[src/rtl/down_timer.sv]
// Loadable down-counter with pause, abort and optional auto-reload at terminal count.
// Outputs come straight from flops or from a decode of the registered state.
module down_timer #(
    parameter int WIDTH = 4
) (
    input  logic             clk,
    input  logic             reset,
    input  logic             load,
    input  logic [WIDTH-1:0] load_val,
    input  logic             start,
    input  logic             pause,
    input  logic             stop,
    input  logic             auto_reload,
    output logic [WIDTH-1:0] count,
    output logic             busy,
    output logic             tc,
    output logic             done
);

    typedef enum logic [1:0] {
        IDLE  = 2'd0,
        RUN   = 2'd1,
        PAUSE = 2'd2,
        DONE  = 2'd3
    } state_t;

    localparam logic [WIDTH-1:0] ZERO = '0;
    localparam logic [WIDTH-1:0] ONE  = {{(WIDTH-1){1'b0}}, 1'b1};

    state_t           state_q, state_d;
    logic [WIDTH-1:0] count_q, count_d;
    logic [WIDTH-1:0] reload_q, reload_d;
    logic             tc_q, tc_d;

    always_ff @(posedge clk) begin
        if (reset) begin
            state_q  <= IDLE;
            count_q  <= '0;
            reload_q <= '0;
            tc_q     <= 1'b0;
        end else begin
            state_q  <= state_d;
            count_q  <= count_d;
            reload_q <= reload_d;
            tc_q     <= tc_d;
        end
    end

    always_comb begin
        state_d  = state_q;
        count_d  = count_q;
        reload_d = reload_q;
        tc_d     = 1'b0;

        unique case (state_q)
            IDLE, DONE: begin
                if (load) begin
                    count_d  = load_val;
                    reload_d = load_val;
                    state_d  = (start && load_val != ZERO) ? RUN : IDLE;
                end else if (start) begin
                    if (state_q == DONE) begin
                        count_d = reload_q;
                        state_d = (reload_q != ZERO) ? RUN : IDLE;
                    end else begin
                        state_d = (count_q != ZERO) ? RUN : IDLE;
                    end
                end
            end

            RUN: begin
                // Priority: stop, then pause, then terminal count / decrement.
                if (stop) begin
                    state_d = IDLE;
                end else if (pause) begin
                    state_d = PAUSE;
                end else if (count_q == ONE) begin
                    tc_d = 1'b1;
                    if (auto_reload) begin
                        count_d = reload_q;
                    end else begin
                        count_d = ZERO;
                        state_d = DONE;
                    end
                end else if (count_q != ZERO) begin
                    count_d = count_q - ONE;
                end
            end

            PAUSE: begin
                if (stop) begin
                    state_d = IDLE;
                end else if (!pause) begin
                    state_d = RUN;
                end
            end

            default: state_d = IDLE;
        endcase
    end

    assign count = count_q;
    assign tc    = tc_q;
    assign busy  = (state_q == RUN) || (state_q == PAUSE);
    assign done  = (state_q == DONE);

endmodule

[config.mk]
export PLATFORM = sky130hd
export DESIGN_NAME = down_timer
export DESIGN_NICKNAME = d
export VERILOG_FILES = /design/src/rtl/down_timer.sv
export SDC_FILE = /design/constraint.sdc
export NUM_CORES = 1
export LEC_CHECK = 0
export ABC_AREA = 1
export ABC_CLOCK_PERIOD_IN_PS = 1600
export CORE_MARGIN = 2
export CORE_UTILIZATION = 30
export CTS_CLUSTER_SIZE = 8
export DETAILED_ROUTE_END_ITERATION = 12
export PLACE_DENSITY_LB_ADDON = 0.12
export SLEW_MARGIN = 20
export SYNTH_ARGS = -nofsm -noshare
export SYNTH_HDL_FRONTEND = slang
export SYNTH_SLANG_ARGS = --single-unit
[constraint.sdc]
create_clock -name clk -period 1.6 [get_ports clk]
set_input_delay 0.16 -clock clk [delete_from_list [all_inputs] [get_ports clk]]
set_output_delay 0.16 -clock clk [all_outputs]
set_load 0.1 [all_outputs]
==> results of run 1 <==
## per-stage QoR
| stage | area (um2) | utilization, % |
|---|---|---|
| 5_1_grt | 1250 | 44.4 |
| 4_1_cts | 1250 | 44.3 |
| 3_3_place_gp | 1230 | 43.3 |
| 3_5_place_dp | 1230 | 43.3 |
| 6_report | 1250 | 44.4 |
| 2_1_floorplan | 951 | - |
## critical path, delay by kind of cell, from the launching register on
family,cells,cell delay (ps)
buf+inv,3,200
simple gates,6,550
fa+ha+maj,1,290
flops,1,340
## per-layer routing
layer	wire, um	global-route usage [%]
met2	865	19.7
met5	0	0
met1	1070	19.1
met4	24	3.90
met3	106	2.62
## repair_timing
item | in CTS | in global routing
gates resized for setup | 0 | 1
hold endpoints to repair | 0 | 0
endpoints found under the setup margin | 0 | 3
## cell families (layout without fill, tap and decap cells)
group / after synthesis / after routing
simple gates: 75 / 75
buf+inv: 22 / 43
compound gates: 20 / 20
flops: 11 / 11
fa+ha+maj: 7 / 7
xor+xnor: 1 / 1
## sequential cells by signal (all words and copies together), names as in the netlist
name,count
state_q,2
tc,1
reload_q,4
count,4
## worst min path at each step
stage                     slack, ps  cells past startpoint   startpoint     endpoint
after floorplan                 220                      1        reset   state_q[0]
final                           500                      2        reset   state_q[0]
after detailed placement        490                      2  reload_q[1]  reload_q[1]
after global placement          490                      2  reload_q[1]  reload_q[1]
after CTS                       500                      2        reset   state_q[0]
after global routing            510                      2        reset   state_q[0]
## synth_stat cells, drive strengths merged
cell type   n
o21ai       8
buf         1
a211oi      1
nand4       1
a21oi       9
nor3        1
nand2      30
or2         1
inv        21
a21boi      1
nor2       29
xor2        1
nand3      13
dfxtp      11
ha          7
o211ai      1
## final cells by class
type                       instances  share of cell area [%]
inverter                          21                    6.68
clock inverter                     1                   0.399
timing repair buffer              18                    19.7
multi-input combinational        103                    49.8
tap                               31                    3.09
sequential                        11                    18.5
clock buffer                       3                    1.79
## power breakdown
part | switching (uW) | internal, uW | leakage (uW) | total (uW)
clock | 105 | 92.5 | 0.0000177 | 197
sequential | 136 | 394 | 0.0000935 | 530
combinational | 1240 | 718 | 0.000441 | 1960
total | 1480 | 1200 | 0.000552 | 2690
==> flow_summary.yaml, run 1 <==
synthesis:
  synth_seq_cells: 11
  syn_inst: 136
  synth_top_area_share_pct: 24.2
  synthAdderAreaFrac_pct: 9.63
  yosys_warnings: 0
  ys_seq_area_share_pct: 24.2
  synth_mux_area_share_pct: 0
  synth_area_leaders: "dfxtp_1, nand2_1, ha_1"
  avgSynthCellArea_um2: 6.69
  yosys.area_share.xor_xnor_pct: 0.963
  synth_top_family_by_area: "simple AND/OR/NAND/NOR gates"
  yosys.area_share.simple_pct: 40.6
  netlist_area_um2: 910
  synth_compound_area_share_pct: 14.7
  syn_nets: 154
  ys_types: 24
  synth.largest_area_cell: "dfxtp_1"
clock_tree:
  h-tree-depth: 1
  clkTransAtPathRegs_ps: 80
  cts_tree: "built"
  cts_sinks: 11
  cts_buffer_depth: 2
  holdBufCountCts: 0
  cts_buffers: 3
  post_cts.repair.setup_buffers: 0
  clk_latency_ps: 270
  root_buffer: "clkbuf_4"
finish:
  instances_no_fill: 188
  synthToLayoutAreaGrowth_pct: 38.0
  seqCellArea_um2: 233
  drive_above_1_share_pct: 26.1
  fillers: 306
  multi_input_area_um2: 624
  mostFrequentLayoutCells: "nand2_1, nor2_1, inv_1, nand3_1, clkdlybuf4s50_1"
  mostFrequentLayoutCell: "nand2_1"
  finalNetCount: 176
  antenna_cells: 0
worst_setup_path:
  reg2reg_setup_slack_ps: 120
  start_kind: "flop"
  path_cells: "inv_1 > ha_4 > inv_6 > or2_1 > nand2_2 > nand2_2 > inv_2 > nand2_2 > nor2_1 > nor2_1"
  arrival_ps: 1650
  end_kind: "flop"
  regToRegEndpoint: "count[2]"
  crit_top_cell: "nand2_2"
  crit_end: "count[2]"
  critPathMaxStageDelay_ps: 340
  r2r-start: "state_q[0]"
  criticalPathCategory: "flop to flop"
  cp-startpoint: "state_q[0]"
  critical_path.max_fanout: 5
  rr_worst_depth: 10
  cp.required_ps: 1770
  crit_slowest_cell: "dfxtp_2"
sta:
  min_period_ps: 1480
  whs_ps: 497
  setup_viol: 0
  finalCritPeriodShare_pct: 92.6
  setup_tns_ps: 0
  hold_viol: 0
  skew_ps: 4.26
  tightestPinTransition_ps: 381
  setup_ws_ps: 119
  rsz0062_at_grt: "false"
  maxSlewViolCount: 0
  maxSlewHeadroom_pct: 74.5
  max_freq_ghz: 0.675
die:
  die_w_um: 59.1
  io_pins: 18
  initial_utilization_pct: 32.2
  fp.dieH_um: 59.1
  rows: 19
  core_area_um2: 2830
  dieArea_um2: 3490
power_and_ir_drop:
  power.density_nw_per_um2: 2140
  ir_worst_vdd_v: 0.00135
  p_total_uw: 2690
  p_leak_uw: 0.000552
status:
  outcome: "complete, no violations"
drt:
  antenna_left: 0
  wl_per_cell_um: 11.0
  vias: 890
  drtPass1Iterations: 6
  vias_per_cell: 4.73
  drc: 0
  drt_first_iter_violations: 25
  wl_um: 2060
place:
  place_inst: 184
  routabilityCongestion: 0.787
  portBuffers: 17
  dp_hpwl_um: 1700
  place_ws_ps: 55.9
global_route:
  antenna_found_initial: 0
  grt_start_max_net_pins: 11
  grtUsageTotal_pct: 13.2
  grt_pass1_vias: 789
  grt_pass1_wl_um: 3520
  grt-ovfl-total: 0
flow_run:
  cap_violations: 0
hold_path:
  min_path_type: "input port to flop"
Note: power is estimated with default switching activity, not from simulation.
==> run 2: changes to the inputs <==
--- a/config.mk
+++ b/config.mk
@@ -9,7 +9,6 @@
 export ABC_CLOCK_PERIOD_IN_PS = 1600
 export CORE_MARGIN = 2
 export CORE_UTILIZATION = 30
-export CTS_CLUSTER_SIZE = 8
 export DETAILED_ROUTE_END_ITERATION = 12
 export PLACE_DENSITY_LB_ADDON = 0.12
 export SLEW_MARGIN = 20
==> results of run 2 <==
The final DEF is identical to that of run 1; final timing and power are the same.
